==> config.mk <==
export PLATFORM = sky130hd
export DESIGN_NAME = sramc_port_arbiter
export DESIGN_NICKNAME = d
export VERILOG_FILES = /design/src/rtl/sramc_port_arbiter.sv
export SDC_FILE = /design/constraint.sdc
export NUM_CORES = 1
export LEC_CHECK = 0
export ABC_AREA = 1
export CAP_MARGIN = 20
export CORE_AREA = 3 3 329 331
export DETAILED_ROUTE_END_ITERATION = 8
export DIE_AREA = 0 0 332 334
export HOLD_SLACK_MARGIN = 0.05
export SYNTH_ARGS = -nofsm -noshare
export SYNTH_HDL_FRONTEND = slang
export SYNTH_SLANG_ARGS = --single-unit
==> constraint.sdc <==
create_clock -name i_clk -period 1.7 [get_ports i_clk]
set_input_delay 0.17 -clock i_clk [delete_from_list [all_inputs] [get_ports i_clk]]
set_output_delay 0.17 -clock i_clk [all_outputs]
set_load 0.05 [all_outputs]
==> src/rtl/sramc_port_arbiter.sv <==
// Two-requester arbiter for the single-port psum SRAM C: fixed core priority,
// DMA anti-starvation, bounded lock bursts and owner-tagged read return.
module sramc_port_arbiter #(
    parameter int ADR_W      = 11,
    parameter int DATA_W     = 128,
    parameter int N_ELEM     = 8,
    parameter int RD_LAT     = 1,
    parameter int STARVE_MAX = 15,
    parameter int LOCK_MAX   = 16
) (
    input  logic              i_clk,
    input  logic              i_rst,
    input  logic              i_core_req,
    input  logic              i_core_we,
    input  logic              i_core_lock,
    input  logic [ADR_W-1:0]  i_core_addr,
    input  logic [DATA_W-1:0] i_core_wdata,
    input  logic [N_ELEM-1:0] i_core_wmask,
    output logic              o_core_gnt,
    output logic              o_core_rvalid,
    output logic [DATA_W-1:0] o_core_rdata,
    input  logic              i_dma_req,
    input  logic              i_dma_we,
    input  logic              i_dma_lock,
    input  logic [ADR_W-1:0]  i_dma_addr,
    input  logic [DATA_W-1:0] i_dma_wdata,
    input  logic [N_ELEM-1:0] i_dma_wmask,
    output logic              o_dma_gnt,
    output logic              o_dma_rvalid,
    output logic [DATA_W-1:0] o_dma_rdata,
    output logic              o_sram_cs,
    output logic              o_sram_we,
    output logic [ADR_W-1:0]  o_sram_addr,
    output logic [DATA_W-1:0] o_sram_wdata,
    output logic [N_ELEM-1:0] o_sram_wmask,
    input  logic [DATA_W-1:0] i_sram_rdata,
    output logic              o_dma_starved
);

    localparam int SC_W = $clog2(STARVE_MAX + 1);
    localparam int LC_W = $clog2(LOCK_MAX + 1);
    localparam logic [SC_W-1:0] STARVE_LIM = SC_W'(STARVE_MAX);
    localparam logic [LC_W-1:0] LOCK_LIM   = LC_W'(LOCK_MAX);

    typedef enum logic [1:0] {
        IDLE      = 2'd0,
        CORE_LOCK = 2'd1,
        DMA_LOCK  = 2'd2
    } state_t;

    state_t            state;
    state_t            state_nxt;
    logic [SC_W-1:0]   starve_cnt;
    logic [LC_W-1:0]   lock_cnt;
    logic [LC_W-1:0]   lock_cnt_nxt;
    logic              starved;
    logic              arb_open;
    logic              core_gnt;
    logic              dma_gnt;
    logic [RD_LAT-1:0] rd_vld_p;
    logic [RD_LAT-1:0] rd_dma_p;

    // Arbitration: a lock holder keeps the port until it drops req, ends the
    // burst, or exhausts LOCK_MAX; otherwise the port is re-arbitrated at once.
    always_comb begin
        starved      = (starve_cnt == STARVE_LIM);
        core_gnt     = 1'b0;
        dma_gnt      = 1'b0;
        state_nxt    = state;
        lock_cnt_nxt = lock_cnt;
        case (state)
            CORE_LOCK: arb_open = !i_core_req || (lock_cnt == LOCK_LIM);
            DMA_LOCK:  arb_open = !i_dma_req  || (lock_cnt == LOCK_LIM);
            default:   arb_open = 1'b1;
        endcase

        if (arb_open) begin
            if (starved && i_dma_req) begin
                dma_gnt = 1'b1;
            end else if (i_core_req) begin
                core_gnt = 1'b1;
            end else if (i_dma_req) begin
                dma_gnt = 1'b1;
            end
            state_nxt    = IDLE;
            lock_cnt_nxt = '0;
            if (core_gnt && i_core_lock) begin
                state_nxt    = CORE_LOCK;
                lock_cnt_nxt = LC_W'(1);
            end else if (dma_gnt && i_dma_lock) begin
                state_nxt    = DMA_LOCK;
                lock_cnt_nxt = LC_W'(1);
            end
        end else if (state == CORE_LOCK) begin
            core_gnt     = 1'b1;
            lock_cnt_nxt = lock_cnt + 1'b1;
            if (!i_core_lock) begin
                state_nxt    = IDLE;
                lock_cnt_nxt = '0;
            end
        end else begin
            dma_gnt      = 1'b1;
            lock_cnt_nxt = lock_cnt + 1'b1;
            if (!i_dma_lock) begin
                state_nxt    = IDLE;
                lock_cnt_nxt = '0;
            end
        end
    end

    always_ff @(posedge i_clk or posedge i_rst) begin
        if (i_rst) begin
            state      <= IDLE;
            lock_cnt   <= '0;
            starve_cnt <= '0;
        end else begin
            state    <= state_nxt;
            lock_cnt <= lock_cnt_nxt;
            if (i_dma_req && !dma_gnt) begin
                starve_cnt <= starved ? starve_cnt : starve_cnt + 1'b1;
            end else begin
                starve_cnt <= '0;
            end
        end
    end

    // Read-return pipe: stage 0 captures {read, owner} on the grant cycle,
    // the last stage lines up with i_sram_rdata.
    always_ff @(posedge i_clk or posedge i_rst) begin
        if (i_rst) begin
            rd_vld_p <= '0;
            rd_dma_p <= '0;
        end else begin
            rd_vld_p[0] <= (core_gnt && !i_core_we) || (dma_gnt && !i_dma_we);
            rd_dma_p[0] <= dma_gnt;
            for (int i = 1; i < RD_LAT; i++) begin
                rd_vld_p[i] <= rd_vld_p[i-1];
                rd_dma_p[i] <= rd_dma_p[i-1];
            end
        end
    end

    always_comb begin
        o_sram_we    = 1'b0;
        o_sram_addr  = '0;
        o_sram_wdata = '0;
        o_sram_wmask = '0;
        if (core_gnt) begin
            o_sram_we    = i_core_we;
            o_sram_addr  = i_core_addr;
            o_sram_wdata = i_core_wdata;
            o_sram_wmask = i_core_wmask;
        end else if (dma_gnt) begin
            o_sram_we    = i_dma_we;
            o_sram_addr  = i_dma_addr;
            o_sram_wdata = i_dma_wdata;
            o_sram_wmask = i_dma_wmask;
        end
    end

    assign o_sram_cs     = core_gnt | dma_gnt;
    assign o_core_gnt    = core_gnt;
    assign o_dma_gnt     = dma_gnt;
    assign o_dma_starved = starved;
    assign o_core_rvalid = rd_vld_p[RD_LAT-1] & ~rd_dma_p[RD_LAT-1];
    assign o_dma_rvalid  = rd_vld_p[RD_LAT-1] &  rd_dma_p[RD_LAT-1];
    assign o_core_rdata  = i_sram_rdata;
    assign o_dma_rdata   = i_sram_rdata;

endmodule

Word-level counts from Yosys, hierarchy flattened
Index checks and enable logic that the tools add are counted.
{ "word_totals": {"reg_bits": 13, "in_bits": 430, "out_inout_bits": 410} }
{ "op_classes": {"n_eq_ne": 7, "n_bitwise": 4, "muxes": 34, "n_reduce_logical": 15, "add_sub_neg": 2} }
{ "op_table": {"columns": ["operator", "n"], "rows": [
  ["$mux W128", 2],
  ["$mux W11", 2],
  ["$mux W5", 4],
  ["$mux W8", 2],
  ["$mux W1", 15],
  ["$mux W2", 6],
  ["$mux W4", 2],
  ["$logic_and A1 B1 Y1", 6],
  ["$add A5 B1 Y5 const B", 1],
  ["$eq A5 B5 Y1 const B", 1],
  ["$logic_not A1 Y1", 5],
  ["$add A4 B1 Y4 const B", 1],
  ["$eq A4 B4 Y1 const B", 1],
  ["$logic_or A1 B1 Y1", 3],
  ["$ne A3 B1 Y1 const B", 1],
  ["$ne A3 B3 Y1 const B", 1],
  ["$and A1 B1 Y1", 2],
  ["$eq A2 B1 Y1 const B", 1],
  ["$eq A2 B2 Y1 const B", 1],
  ["$ne A2 B2 Y1 const B", 1],
  ["$pmux W1 S2", 1],
  ["$reduce_and A2 Y1", 1],
  ["$not A1 Y1", 1],
  ["$or A1 B1 Y1", 1]
]} }

Longest topological paths before layout
{ "depth": {"depth_word": 8, "depth_mapped": 12, "depth_no_buf": 10} }

Least setup slack after synthesis
OpenSTA, ideal clock, no wires.
{ "synth_path": {"kind": "register to output", "start": "reg starve_cnt[0]", "end": "out o_sram_wdata[100]", "path_buffers": 2, "setup_slack_ps": -876, "t_arrival_ps": 2406, "required_ps": 1530, "path_stages_with_launch": 11, "path_cell_list": "dfrtp_1 -> ha_1 -> nand2_1 -> nor2_1 -> nand2_1 -> nand2_1 -> nand2_1 -> buf_4 -> buf_4 -> nand3_1 -> nand2_1"} }
{ "synth_via": {"elab_chain_len": 7, "elab_cells_between_ends": 10, "cone_classes": "eq/ne (1); mux (8); reduce/logical (1)"} }
{ "synth_rtl": {"columns": ["item", "line", "rtl"], "rows": [
  ["start: declaration", "53", "logic [SC_W-1:0] starve_cnt;"],
  ["start signal: assignment", "120", "starve_cnt <= starved ? starve_cnt : starve_cnt + 1'b1;"],
  ["$eq A4 B4 Y1 (*)", "66", "starved = (starve_cnt == STARVE_LIM);"],
  ["net o_dma_starved", "37", "output logic o_dma_starved"],
  ["$logic_and A1 B1 Y1 (*)", "78", "if (starved && i_dma_req) begin"],
  ["$mux W1", "78", null],
  ["$mux W1 (2 in series)", "77", "if (arb_open) begin"],
  ["$mux W128", "153", "end else if (dma_gnt) begin"],
  ["$mux W128 (*)", "148", "if (core_gnt) begin"],
  ["end: declaration", "34", "output logic [DATA_W-1:0] o_sram_wdata,"]
]} }
Mark *: on every way through the listed nets, which the timed path passes. The rest lies on a longest branch. The select of a mux whose other input is x is not followed.

Worst setup path in the final report
{ "layout_path": {"start": "reg state[1]", "end": "out o_sram_wdata[98]"} }
{ "layout_via": {"elab_chain_len": 5, "elab_cells_between_ends": 9, "cone_classes": "eq/ne (2); mux (7)"} }
{ "layout_rtl": {"columns": ["item", "line", "rtl"], "rows": [
  ["start: declaration", "51", "state_t state;"],
  ["start signal: assignment", "117", "state <= state_nxt;"],
  ["$eq A2 B2 Y1 / $eq A2 B1 Y1 (equally long branches)", "71, 94", null],
  ["$pmux W1 S2 / $mux W1 (equally long branches)", "71, 94", null],
  ["$mux W1", "77", null],
  ["$mux W128", "153", null],
  ["$mux W128 (*)", "148", null]
]} }
Every way passes the cells marked *; elsewhere a longest branch is shown, timed or not.

==> results.toml <==
[status]
status = "finished with violations"
violations = "negative setup slack"

[synth]
yosysUniqueCellTypes = 22
synth_area_um2 = 4800
synthTopCellsByArea = "buf_4 (43%), nand2_1 (24%), nand3_1 (16%)"
synth_top_area_frac = 0.432
synth_ff_type = "dfrtp_1"
synth_seq_cells = 13
syn_avg_cell_area_um2 = 5.69
async_flop_share = 1.00
ys_warn_count = 0
synth.largest_area_cell = "buf_4"
synth-edff-count = 0
netlist_instances = 843
syn_nets = 1278
ys_seq_area_frac = 0.0678

[clocking]
cts_tree = "yes"
numCtsBuffers = 3
cts_sinks = 13
cts_hold_buf = 0
cts-root-buf = "clkbuf_16"
clk_pin_slew_ns = 0.05
clockBufferDepth = 2
htreeDepth = 1
clock_latency_ns = 0.25

[sta]
setup_ws_ns = -0.711
finalMaxSlewViolations = 0
skew_ns = 0.00269
finalHoldViolCount = 0
tns_ns = -97.22
slew_headroom = 0.624
worstMarginPinSlew_ns = 0.563
min_period_ns = 2.41
rsz0062_at_grt = "yes"
period_share = 1.42
fmax_mhz = 415
finalSetupViolCount = 154

[setup_path]
end_kind = "output port"
crit_type = "reg -> out"
r2r_cells = 13
cp_top_family = "buffers and inverters"
cp_max_fo = 7
crit_required_ns = 1.53
critical_path.max_stage_delay_ns = 0.41
critPathSlowestCell = "dfrtp_1"
critPathLaunchType = "register"
arrival_ns = 2.24
path_cells = "ha_4 > inv_2 > nand2_2 > nand2_4 > nand3_4 > buf_6 > nand2_8 > buf_16 > buf_12 > buf_16 > nand3_2 > nand2_4 > buf_12"
worst-path-stages = 13
critPathBufInv = 6

[finish]
nFillCells = 11693
syn2layout_area_growth_pct = 242
final_area_um2 = 16400
layout-drive-gt1-share = 0.638
layout_commonest_cell = "clkdlybuf4s50_1"
nNetsFinal = 1592
final_cell_mix = "clkdlybuf4s50_1 (301), nand2_4 (202), buf_12 (183)"

[floorplan]
die_y_um = 334
rows = 119
die_area_um2 = 111000
start_util = 0.0455
ios = 840
die_x_um = 332
core-area_um2 = 105000

[job]
maxCapViolations = 0

[global_route]
grt_usage = 0.121
overflow = 0
antenna_found_initial = 31
grt_pass1_wl_mm = 86.9
grt_pass1_vias = 7495
grt_max_degree = 48

[detailed_routing]
drt_iter0_drc = 289
first_pass_iters = 4
wl_per_cell_um = 29.1
wl_mm = 74.6
drc_errors = 0
num_vias = 7157
vias_per_cell = 2.79
ant_nets = 0

[placed_design]
place_area_um2 = 12500
port_buffers = 455
dpl.hpwl_mm = 60.1
finalWeightedCongestion = 0.795

[power_and_ir_drop]
leakagePower_nw = 6.53
cellPowerDensity_nw_per_um2 = 629
ir_drop_uv = 241

[min_path]
hold_class = "in -> async"
layout make-up:
cell class | instances | area [µm²] | share of cell area
repair buffers | 613 | 8700 | 0.530
multi-input cells | 510 | 5490 | 0.334
well taps | 1391 | 1740 | 0.106
flip-flops and latches | 13 | 325 | 0.0198
clock buffers | 4 | 78.8 | 0.00480
inverters | 16 | 62.6 | 0.00381
diodes | 15 | 37.5 | 0.00228
synthesized netlist by cell type, types with 3 or more instances:
library cell,instances
buf_4,276
nand3_1,158
xor2_1,3
o21ai_0,3
buf_1,7
ha_1,5
nor2_1,15
dfrtp_1,13
nand2_1,313
buf_2,13
inv_1,16
clkbuf_1,8
where the power goes:
group | switching (mW) | leakage [nW] | total, mW | internal, mW
logic | 5.22 | 6.32 | 9.54 | 4.32
registers | 0.0152 | 0.174 | 0.344 | 0.329
clock network | 0.139 | 0.0382 | 0.457 | 0.317
routing by layer:
| layer | routed length (µm) | part of all wire | global-route usage | up-vias |
|---|---|---|---|---|
| met5 | 255 | 0.0034 | 0.00426 | - |
| met4 | 1520 | 0.020 | 0.0155 | 32 |
| met3 | 10700 | 0.14 | 0.0817 | 108 |
| met2 | 33500 | 0.45 | 0.196 | 673 |
| met1 | 28600 | 0.38 | 0.135 | 3268 |
| li1 | - | - | - | 3076 |
metrics by stage:
step / worst slack [ns] / power (mW) / cells / hold slack (ns) / utilization
after floorplan: -0.218 / 5.21 / 843 / 0.0470 / -
after global placement: -0.826 / 8.14 / 2456 / 0.340 / 0.118
after detailed placement: -0.791 / 8.13 / 2456 / 0.340 / 0.118
after CTS: -0.734 / 10.0 / 2536 / 0.284 / 0.144
after global routing: -0.807 / 10.8 / 2552 / 0.323 / 0.156
final: -0.711 / 10.3 / 2562 / 0.275 / 0.156
logic make-up (layout without fill, tap and decap cells):
| logic type | Yosys count | in the layout | synth area share |
|---|---|---|---|
| flops | 13 | 13 | 0.0678 |
| xor+xnor | 4 | 4 | 0.00730 |
| compound gates | 6 | 6 | 0.00704 |
| buf+inv | 320 | 633 | 0.469 |
| other cells | 0 | 15 | 0 |
| simple gates | 495 | 495 | 0.435 |
| fa+ha+maj | 5 | 5 | 0.0130 |
final timing paths:
check	from	endpoint	slack, ns
min in group i_clk	i_sram_rdata[104]	o_dma_rdata[104]	0.34
min reg2reg	lock_cnt[4]	lock_cnt[4]	0.65
max reg2reg	state[1]	starve_cnt[1]	-0.29
min	i_rst	lock_cnt[2]	0.27
max	state[1]	o_sram_wdata[98]	-0.71
max in group asynchronous	i_rst	rd_dma_p	1.05
timing repair:
action	CTS	global route
pin swaps	42	75
setup buffers	53	11
cloned	25	12
endpoints found under the setup margin	157	161
gates resized for setup	348	182
sequential cells by signal, indices dropped and copies added (netlist names):
register / cells
rd_vld_p: 1
starve_cnt: 4
lock_cnt: 5
state: 2
rd_dma_p: 1
No activity file was read; power rests on OpenSTA's default activity.
